===== config.mk =====
export PLATFORM = sky130hd
export DESIGN_NAME = seg7_scan_controller
export DESIGN_NICKNAME = d
export VERILOG_FILES = /design/src/rtl/seg7_pkg.sv /design/src/rtl/scan_tick_gen.sv /design/src/rtl/seg7_scan_controller.sv
export SDC_FILE = /design/constraint.sdc
export NUM_CORES = 1
export LEC_CHECK = 0
export BUFFER_PORTS_ARGS = -buffer_cell sky130_fd_sc_hd__buf_2
export CELL_PAD_IN_SITES_DETAIL_PLACEMENT = 0
export CELL_PAD_IN_SITES_GLOBAL_PLACEMENT = 1
export CORE_MARGIN = 1.5
export CORE_UTILIZATION = 47
export CTS_CLUSTER_DIAMETER = 40
export DETAILED_ROUTE_END_ITERATION = 8
export PLACE_DENSITY = 0.82
export SLEW_MARGIN = 20
export SYNTH_ARGS = -nofsm -noshare
export SYNTH_HDL_FRONTEND = slang
export SYNTH_HIERARCHICAL = 1
export SYNTH_SLANG_ARGS = --single-unit
export TNS_END_PERCENT = 30

===== constraint.sdc =====
create_clock -name clk -period 5.7 [get_ports clk]
set_clock_uncertainty 0.2 [all_clocks]
set_input_delay 0.57 -clock clk [delete_from_list [all_inputs] [get_ports clk]]
set_output_delay 0.57 -clock clk [all_outputs]
set_load 0.05 [all_outputs]

===== src/rtl/seg7_pkg.sv =====
// Shared state encoding and active-high hex-to-segment table for the display scanner.
package seg7_pkg;

  typedef enum logic [1:0] {
    ST_IDLE  = 2'd0,
    ST_BLANK = 2'd1,
    ST_DRIVE = 2'd2
  } state_e;

  // Segment order {g,f,e,d,c,b,a}; 1 = segment lit
  function automatic logic [6:0] hex2seg(input logic [3:0] hex);
    logic [6:0] seg;
    case (hex)
      4'h0:    seg = 7'h3F;
      4'h1:    seg = 7'h06;
      4'h2:    seg = 7'h5B;
      4'h3:    seg = 7'h4F;
      4'h4:    seg = 7'h66;
      4'h5:    seg = 7'h6D;
      4'h6:    seg = 7'h7D;
      4'h7:    seg = 7'h07;
      4'h8:    seg = 7'h7F;
      4'h9:    seg = 7'h6F;
      4'hA:    seg = 7'h77;
      4'hB:    seg = 7'h7C;
      4'hC:    seg = 7'h39;
      4'hD:    seg = 7'h5E;
      4'hE:    seg = 7'h79;
      default: seg = 7'h71;
    endcase
    return seg;
  endfunction

endpackage


===== src/rtl/scan_tick_gen.sv =====
// Free-running divider: one-cycle tick every DIV clocks, running whenever rst is low.
module scan_tick_gen #(
  parameter int DIV = 10
) (
  input  logic clk,
  input  logic rst,
  output logic tick
);

  localparam int CW = (DIV > 1) ? $clog2(DIV) : 1;
  localparam logic [CW-1:0] LAST = CW'(DIV - 1);

  logic [CW-1:0] cnt_q, cnt_d;

  always_comb begin
    cnt_d = (cnt_q == LAST) ? '0 : cnt_q + 1'b1;
  end

  always_ff @(posedge clk or posedge rst) begin
    if (rst) cnt_q <= '0;
    else     cnt_q <= cnt_d;
  end

  assign tick = (cnt_q == LAST);

endmodule


===== src/rtl/seg7_scan_controller.sv =====
// Multiplexed N-digit seven-segment scanner with dead time between digits and a
// pending/shadow buffer pair so new values only appear at frame boundaries.
module seg7_scan_controller #(
  parameter int CLK_HZ       = 25000000,
  parameter int SCAN_HZ      = 1000,
  parameter int N_DIGITS     = 4,
  parameter int BLANK_CYC    = 16,
  parameter int COMMON_ANODE = 1,
  parameter int BLANK_ZEROS  = 1
) (
  input  logic                        clk,
  input  logic                        rst,
  input  logic                        i_enable,
  input  logic [4*N_DIGITS-1:0]       i_value,
  input  logic [N_DIGITS-1:0]         i_dp,
  input  logic                        i_load,
  output logic                        o_ack,
  output logic [N_DIGITS-1:0]         o_an,
  output logic [6:0]                  o_seg,
  output logic                        o_dp,
  output logic [$clog2(N_DIGITS)-1:0] o_digit_idx
);
  import seg7_pkg::*;

  localparam int DIV = CLK_HZ / SCAN_HZ;
  localparam int IW  = $clog2(N_DIGITS);
  localparam int BW  = (BLANK_CYC > 1) ? $clog2(BLANK_CYC) : 1;
  localparam logic [BW-1:0] BLANK_LAST = BW'(BLANK_CYC - 1);
  localparam logic [IW-1:0] IDX_LAST   = IW'(N_DIGITS - 1);
  localparam logic          INV        = (COMMON_ANODE != 0);

  state_e                state_q, state_d;
  logic [IW-1:0]         idx_q, idx_d;
  logic [BW-1:0]         blank_q, blank_d;
  logic [4*N_DIGITS-1:0] pend_val_q, pend_val_d, shad_val_q, shad_val_d;
  logic [N_DIGITS-1:0]   pend_dp_q, pend_dp_d, shad_dp_q, shad_dp_d;
  logic                  pend_vld_q, pend_vld_d;
  logic                  ack_q, ack_d;
  logic [N_DIGITS-1:0]   an_q, an_d;
  logic [6:0]            seg_q, seg_d;
  logic                  dp_q, dp_d;
  logic                  tick, frame_wrap, commit;
  logic [N_DIGITS-1:0]   lit;

  scan_tick_gen #(.DIV(DIV)) u_tick (
    .clk  (clk),
    .rst  (rst),
    .tick (tick)
  );

  always_comb begin
    state_d = state_q;
    idx_d   = idx_q;
    blank_d = blank_q;
    if (!i_enable) begin
      state_d = ST_IDLE;
      idx_d   = '0;
      blank_d = '0;
    end else begin
      case (state_q)
        ST_IDLE: begin
          state_d = ST_BLANK;
          idx_d   = '0;
          blank_d = '0;
        end
        ST_BLANK: begin
          if (blank_q == BLANK_LAST) begin
            state_d = ST_DRIVE;
            blank_d = '0;
          end else begin
            blank_d = blank_q + 1'b1;
          end
        end
        ST_DRIVE: begin
          if (tick) begin
            state_d = ST_BLANK;
            blank_d = '0;
            idx_d   = (idx_q == IDX_LAST) ? '0 : idx_q + 1'b1;
          end
        end
        default: state_d = ST_IDLE;
      endcase
    end
  end

  // Pending commits at a frame wrap, when the display is (or is being) disabled,
  // and always while idle; a same-cycle load stays pending for the next commit.
  assign frame_wrap = i_enable && (state_q == ST_DRIVE) && tick && (idx_q == IDX_LAST);
  assign commit     = pend_vld_q && (frame_wrap || !i_enable || (state_q == ST_IDLE));

  always_comb begin
    pend_val_d = i_load ? i_value : pend_val_q;
    pend_dp_d  = i_load ? i_dp : pend_dp_q;
    pend_vld_d = i_load | (pend_vld_q & ~commit);
    shad_val_d = commit ? pend_val_q : shad_val_q;
    shad_dp_d  = commit ? pend_dp_q : shad_dp_q;
    ack_d      = commit;
  end

  // Leading-zero mask, scanned from the most significant digit down
  always_comb begin
    logic seen;
    seen = 1'b0;
    lit  = '0;
    for (int i = N_DIGITS - 1; i >= 0; i--) begin
      seen   = seen | (shad_val_d[4*i +: 4] != 4'h0) | shad_dp_d[i];
      lit[i] = seen || (i == 0) || (BLANK_ZEROS == 0);
    end
  end

  // Outputs are built from next-state values so they line up with state_q
  always_comb begin
    an_d  = '0;
    seg_d = '0;
    dp_d  = 1'b0;
    if (state_d == ST_DRIVE && lit[idx_d]) begin
      an_d[idx_d] = 1'b1;
      seg_d       = hex2seg(shad_val_d[{idx_d, 2'b00} +: 4]);
      dp_d        = shad_dp_d[idx_d];
    end
    an_d  = an_d ^ {N_DIGITS{INV}};
    seg_d = seg_d ^ {7{INV}};
    dp_d  = dp_d ^ INV;
  end

  always_ff @(posedge clk or posedge rst) begin
    if (rst) begin
      state_q    <= ST_IDLE;
      idx_q      <= '0;
      blank_q    <= '0;
      pend_val_q <= '0;
      pend_dp_q  <= '0;
      pend_vld_q <= 1'b0;
      shad_val_q <= '0;
      shad_dp_q  <= '0;
      ack_q      <= 1'b0;
      an_q       <= {N_DIGITS{INV}};
      seg_q      <= {7{INV}};
      dp_q       <= INV;
    end else begin
      state_q    <= state_d;
      idx_q      <= idx_d;
      blank_q    <= blank_d;
      pend_val_q <= pend_val_d;
      pend_dp_q  <= pend_dp_d;
      pend_vld_q <= pend_vld_d;
      shad_val_q <= shad_val_d;
      shad_dp_q  <= shad_dp_d;
      ack_q      <= ack_d;
      an_q       <= an_d;
      seg_q      <= seg_d;
      dp_q       <= dp_d;
    end
  end

  assign o_ack       = ack_q;
  assign o_an        = an_q;
  assign o_seg       = seg_q;
  assign o_dp        = dp_q;
  assign o_digit_idx = idx_q;

endmodule


==> results.py, run 1 <==
metrics = {
    "run_status": {
        "run_status": "complete, no violations",
    },
    "floorplanning": {
        "rows": 31,
        "die_height_um": 90.9,
        "floorplan.core_area_sq_mm": 0.00737,
        "io_pins": 39,
        "die_w_um": 90.9,
        "starting_density_of_the_core_pct": 49.2,
        "die_area_sq_mm": 0.00826,
    },
    "worst_setup_path": {
        "arrival_ps": 4610,
        "crit_path_frequent_cell": "sky130_fd_sc_hd__inv_1",
        "timing.critical_path.fanout_max": 15,
        "critical_path.cell_chain": "or4bb_1, nor4_4, buf_4, nor4b_4, o311ai_4, or4_1, o22ai_1, a311o_1, inv_1, ha_1, inv_1, mux4_1, nand2b_1",
        "crit_path_max_incr_delay_ps": 710,
        "cp_top_family": "simple AND/OR/NAND/NOR gates",
        "crit_type": "reg2reg",
        "cp-end-kind": "register",
        "startpoint_type": "register",
        "required_ps": 5780,
        "cpMaxStageDelayCell": "sky130_fd_sc_hd__or4_1",
        "worst-path-buf-inv": 3,
    },
    "synth": {
        "yosys_most_used_dff": "sky130_fd_sc_hd__dfrtp_1",
        "ys.warnings.count": 6,
        "synth-edff-count": 0,
        "synth_cells": 313,
        "synth.distinct_cells": 62,
        "yosysSeqAreaShare_pct": 53.5,
        "mappedNetlistArea_sq_mm": 0.00363,
        "postSynth.asyncResetShare_pct": 100,
        "synthesis.nets": 345,
        "ys_seq_elements": 77,
        "syn_area_per_cell_sq_um": 11.6,
    },
    "drt": {
        "drc": 0,
        "detail_route.iter0.violations": 136,
        "via_count": 2477,
        "detail_route.wirelength_mm": 6.70,
        "drt_pass1_iterations": 4,
        "drt-vias-per-instance": 5.36,
        "route.detailed.wl_per_inst_um": 14.5,
        "route.antenna.remaining_nets": 0,
    },
    "clock_tree": {
        "cts.repair.resized": 0,
        "clkSlewWorstSetupHoldPaths_ps": 90,
        "clock_tree.root_cell": "sky130_fd_sc_hd__clkbuf_8",
        "insertion_delay_ps": 360,
        "numCtsBuffers": 9,
        "postCtsHoldBufs": 0,
        "number_of_clock_sinks_seen_by_cts": 77,
        "htree_num_levels": 3,
        "clockBufferDepth": 2,
        "cts.repair_timing.setup_buffer_count": 0,
        "tritoncts_clock_tree": "built",
    },
    "timing": {
        "worst_slew_margin_rel_pct": 27.5,
        "tightestPinTransition_ps": 1090,
        "final.min_clock_period_ps": 4530,
        "finalMaxSlewViolations": 0,
        "final.period_utilization_pct": 79.5,
        "maxClockFrequency_ghz": 0.221,
        "setup_repair_after_global_routing_missed_its_margin": "no",
        "hold_viol_final": 0,
        "setup_total_negative_slack_ps": 0,
        "setup_violations": 0,
    },
    "grt": {
        "grt.total_usage_pct": 17.7,
        "globalRoute.totalOverflow": 0,
        "initial_antenna_violation_count": 0,
        "grt_first_pass_wirelength_mm": 11.6,
        "largest_net_degree_at_the_start_of_global_routing": 63,
        "first_global_vias": 2416,
    },
    "layout": {
        "multiInputGateArea_sq_mm": 0.00153,
        "layout_commonest_cell": "sky130_fd_sc_hd__dfrtp_1",
        "stdcell_count": 462,
        "insertedDiodeCount": 0,
        "most-common-layout-cells": "sky130_fd_sc_hd__dfrtp_1, sky130_fd_sc_hd__buf_2, sky130_fd_sc_hd__inv_1",
        "nFillCells": 657,
        "finalNetCount": 390,
        "ratio_of_cells_with_drive_above_1_in_the_final_layout_pct": 29.5,
        "util_after_layout_pct": 55.9,
        "sequential_cell_area_in_the_final_layout_sq_mm": 0.00194,
        "syn_to_layout_area_delta_pct": 13.6,
    },
    "placement": {
        "post-place-cells": 446,
        "detailed_placer_s_ending_hpwl_mm": 4.78,
        "port_buffers": 38,
        "gp_routability_congestion": 0.838,
    },
    "power_and_ir_drop": {
        "leakagePower_nw": 1.91,
        "vdd_drop_max_uv": 163,
        "powerDensity_mw_per_mm2": 280,
    },
    "worst_hold_path": {
        "hold_class": "in2async",
    },
    "job": {
        "max_capacitance_violation_count": 0,
    },
}
## routing by layer
layer | vias to the layer above | global-route usage [%] | part of all wire, %
li1 | 1196 | - | -
met1 | 1218 | 25.8 | 50
met2 | 53 | 25.2 | 44
met3 | 10 | 4.88 | 4.6
met4 | 0 | 6.64 | 1.7
met5 | - | 0 | 0
## Yosys cell counts, types with 5 or more instances
library cell	n	area, sq um
sky130_fd_sc_hd__a21oi_1	5	25.0
sky130_fd_sc_hd__dfrtp_1	65	1630
sky130_fd_sc_hd__dfstp_2	12	315
sky130_fd_sc_hd__ha_1	8	100
sky130_fd_sc_hd__inv_1	29	109
sky130_fd_sc_hd__mux2_2	22	248
sky130_fd_sc_hd__mux2i_1	16	160
sky130_fd_sc_hd__nand2_1	21	78.8
sky130_fd_sc_hd__nand3_1	8	40.0
sky130_fd_sc_hd__nor2_1	19	71.3
sky130_fd_sc_hd__o21ai_0	10	50.1
sky130_fd_sc_hd__o221ai_1	5	43.8
sky130_fd_sc_hd__o22ai_1	5	31.3
sky130_fd_sc_hd__xnor2_1	6	52.6
sky130_fd_sc_hd__xor2_1	5	43.8
## path summary, 6_finish.rpt
check,startpoint,slack [ps],to,depth (start not counted)
max,u_tick/cnt_q[9],1170,o_seg[3],13
min,rst,70,u_tick/cnt_q[7],2
max reg2reg,u_tick/cnt_q[9],1170,o_seg[3],13
min reg2reg,u_tick/cnt_q[0],280,u_tick/cnt_q[0],1
max in group asynchronous,rst,4570,pend_val_q[7],3
min in group clk,i_value[0],230,pend_val_q[0],2
## registers in the layout, indices dropped and copies added (netlist names)
signal and count:
shad_dp_q 4, u_tick/cnt_q 15, o_an 4, blank_q 4
o_seg 7, o_digit_idx 2, pend_val_q 16, o_ack 1
pend_dp_q 4, o_dp 1, shad_val_q 16, pend_vld_q 1
state_q 2
## power by group
part           leakage (nW)  switching (mW)  internal (mW)
registers             0.925          0.0163          0.587
clock network        0.0907           0.225          0.169
logic                 0.896          0.0912         0.0649
## worst reg2reg max path, delay by kind of cell (launching register included)
| kind | cells | cell delay (ps) |
|---|---|---|
| AOI/OAI and AO/OA | 3 | 680 |
| DFF | 1 | 420 |
| and+or+nand+nor | 5 | 2000 |
| adders and majority gates | 1 | 280 |
| buffers and inverters | 3 | 400 |
| muxes | 1 | 480 |
## stage by stage
stage / area [sq um] / setup slack (ps) / total power [mW] / hold slack [ps]
3_3_place_gp: 3930 / 1300 / 0.766 / 244
4_1_cts: 4120 / 1170 / 1.17 / 83.0
3_5_place_dp: 3930 / 1200 / 0.771 / 271
2_1_floorplan: 3630 / 1390 / 0.730 / 233
6_report: 4120 / 1170 / 1.15 / 71.9
5_1_grt: 4120 / 898 / 1.21 / 122
## layout make-up
| type | count | area share, % |
|---|---|---|
| clock buffer | 9 | 3.01 |
| sequential | 77 | 47.1 |
| clock inverter | 7 | 1.55 |
| inverter | 31 | 2.82 |
| timing repair buffer | 42 | 5.34 |
| tap | 99 | 3.01 |
| multi-input combinational | 197 | 37.2 |
## cells by family (layout without fill, tap and decap cells)
| kind of cell | Yosys count | after routing | share of synthesized area [%] |
|---|---|---|---|
| mux | 39 | 39 | 12.0 |
| buf+inv | 39 | 89 | 4.28 |
| flops | 77 | 77 | 53.5 |
| simple gates | 85 | 85 | 13.2 |
| fa+ha+maj | 8 | 8 | 2.76 |
| xor+xnor | 11 | 11 | 2.66 |
| compound gates | 54 | 54 | 11.6 |
No activity file was read; power rests on OpenSTA's default activity.
==> inputs of run 2 (changes only) <==
- clock period: 5.7 -> 4.3 ns (I/O delays scaled with it)
==> run 2 against run 1 <==
Net effect:
- total power up 38%
- die area unchanged
- clock power up 43%
- worst setup slack worse by 950 ps
- sequential share of layout area down 1.2 points
- critical path depth unchanged
- worst hold slack better by 28 ps
- critical path type unchanged
==> results.py, run 2 (synthesized netlist as in run 1, its figures left out) <==
metrics = {
    "grt": {
        "grt.total_usage_pct": 18.7,
        "initial_antenna_violation_count": 0,
        "first_global_vias": 2524,
        "globalRoute.totalOverflow": 0,
        "grt_first_pass_wirelength_mm": 12.2,
        "largest_net_degree_at_the_start_of_global_routing": 33,
    },
    "timing": {
        "hold_viol_final": 0,
        "final.min_clock_period_ps": 4080,
        "setup_violations": 0,
        "tightestPinTransition_ps": 879,
        "finalMaxSlewViolations": 0,
        "setup_slack_ps": 224,
        "worst_slew_margin_rel_pct": 41.4,
        "maxClockFrequency_ghz": 0.245,
        "final.period_utilization_pct": 94.8,
    },
    "floorplanning": {
        "die_w_um": 90.9,
        "die_height_um": 90.9,
        "io_pins": 39,
        "starting_density_of_the_core_pct": 49.2,
        "floorplan.core_area_sq_mm": 0.00737,
        "rows": 31,
        "die_area_sq_mm": 0.00826,
    },
    "worst_setup_path": {
        "startpoint_type": "register",
        "arrival_ps": 4160,
        "r2r-end": "o_seg[3]",
        "worst_setup_path_endpoint": "o_seg[3]",
        "cp-end-kind": "register",
        "crit_type": "reg2reg",
        "required_ps": 4390,
        "ff2ff_setup_slack_ps": 220,
        "timing.critical_path.from": "u_tick/cnt_q[1]",
        "timing.critical_path.fanout_max": 6,
        "reg2reg_depth": 13,
        "r2r-start": "u_tick/cnt_q[1]",
    },
    "drt": {
        "detail_route.wirelength_mm": 7.09,
        "via_count": 2514,
        "route.detailed.wl_per_inst_um": 15.0,
        "route.antenna.remaining_nets": 0,
        "drt-vias-per-instance": 5.32,
        "drc": 0,
        "drt_pass1_iterations": 4,
        "detail_route.iter0.violations": 115,
    },
    "clock_tree": {
        "cts.repair.resized": 0,
        "clock_tree.root_cell": "sky130_fd_sc_hd__clkbuf_8",
        "number_of_clock_sinks_seen_by_cts": 77,
        "htree_num_levels": 3,
        "insertion_delay_ps": 350,
        "numCtsBuffers": 9,
        "tritoncts_clock_tree": "built",
        "clkSlewWorstSetupHoldPaths_ps": 90,
        "clockBufferDepth": 2,
    },
    "layout": {
        "insertedDiodeCount": 0,
        "stdcell_count": 473,
        "ratio_of_cells_with_drive_above_1_in_the_final_layout_pct": 31.8,
        "design_area_sq_mm": 0.00423,
        "top_regs": "pend_val_q: 16 flops, shad_val_q: 16 flops, u_tick/cnt_q: 15 flops",
        "most-common-layout-cells": "sky130_fd_sc_hd__dfrtp_1, sky130_fd_sc_hd__buf_2, sky130_fd_sc_hd__inv_1",
        "syn_to_layout_area_delta_pct": 16.7,
        "layout_commonest_cell": "sky130_fd_sc_hd__dfrtp_1",
        "nFillCells": 631,
        "finalNetCount": 401,
    },
    "power_and_ir_drop": {
        "powerDensity_mw_per_mm2": 375,
        "leakagePower_nw": 1.97,
        "vdd_drop_max_uv": 234,
    },
    "placement": {
        "detailed_placer_s_ending_hpwl_mm": 5.14,
        "gp_routability_congestion": 0.785,
        "placed_area_sq_mm": 0.00401,
        "post-place-cells": 455,
        "port_buffers": 38,
        "worst_setup_slack_before_clock_tree_synthesis_ps": 160,
    },
    "job": {
        "max_capacitance_violation_count": 0,
    },
    "run_status": {
        "run_status": "complete, no violations",
    },
    "worst_hold_path": {
        "hold_depth": 2,
        "hold_class": "in2reg",
    },
}
[run 2: cell types whose count changed in the layout (fill, tap and decap cells not counted), sizes merged]
| cell | change |
|---|---|
| bufinv | +1 |
| buf | +10 |
| clkinv | +3 |
| dlygate4sd3 | +1 |
| inv | -3 |
| clkinvlp | -1 |
[run 2: critical path, stage by stage (launching register included)]
cell and delay (ps):
sky130_fd_sc_hd__dfrtp_1 380, sky130_fd_sc_hd__ha_2 210, sky130_fd_sc_hd__or4bb_4 470, sky130_fd_sc_hd__nor4_4 380
sky130_fd_sc_hd__nor4b_4 380, sky130_fd_sc_hd__o311ai_4 110, sky130_fd_sc_hd__or4_1 470, sky130_fd_sc_hd__buf_4 190
sky130_fd_sc_hd__o22ai_1 120, sky130_fd_sc_hd__nor2_1 90, sky130_fd_sc_hd__buf_4 160, sky130_fd_sc_hd__ha_1 230
sky130_fd_sc_hd__mux4_1 470, sky130_fd_sc_hd__nand2b_1 150
[run 2: cell type report]
class,instances,area [sq um],share of cell area (%)
multi-input cells,197,1540,36.3
clock inverters,7,83.8,1.98
flip-flops and latches,77,1940,45.9
well taps,99,124,2.93
clock buffers,9,124,2.93
repair buffers,53,305,7.21
inverters,31,116,2.75
[run 2: where the power goes]
part	internal [mW]	switching, mW	leakage, nW
clock	0.277	0.288	0.102
sequential	0.779	0.0229	0.925
combinational	0.0953	0.125	0.948
[run 2: metrics by stage]
stage / hold slack [ps] / power, mW / setup TNS, ps / utilization [%]
6_report: 99.9 / 1.59 / 0 / 57.4
5_1_grt: 87.4 / 1.67 / -0.898 / 57.4
4_1_cts: 86.0 / 1.60 / 0 / 57.3
3_3_place_gp: 244 / 1.03 / 0 / 54.4
3_5_place_dp: 258 / 1.03 / 0 / 54.4
2_1_floorplan: 131 / 0.968 / 0 / -
[run 2: repair_timing]
action	CTS	global route
endpoints found under the hold margin	15	0
setup endpoints to repair	0	1
hold buffers	1	0
buffers inserted	0	1
[run 2: worst min-delay path by stage]
| stage | startpoint | end | slack, ps |
|---|---|---|---|
| CTS | i_value[0] | pend_val_q[0] | 90 |
| global placement | u_tick/cnt_q[0] | u_tick/cnt_q[0] | 240 |
| global route | i_value[13] | pend_val_q[13] | 90 |
| detailed placement | u_tick/cnt_q[0] | u_tick/cnt_q[0] | 260 |
| finish | i_value[0] | pend_val_q[0] | 100 |
| floorplan | rst | u_tick/cnt_q[0] | 130 |
[run 2: layer usage]
| layer | routed length (um) | global-route usage (%) |
|---|---|---|
| met1 | 3500 | 26.5 |
| met2 | 3170 | 28.4 |
| met3 | 280 | 2.86 |
| met4 | 131 | 8.59 |
| met5 | 0 | 0 |
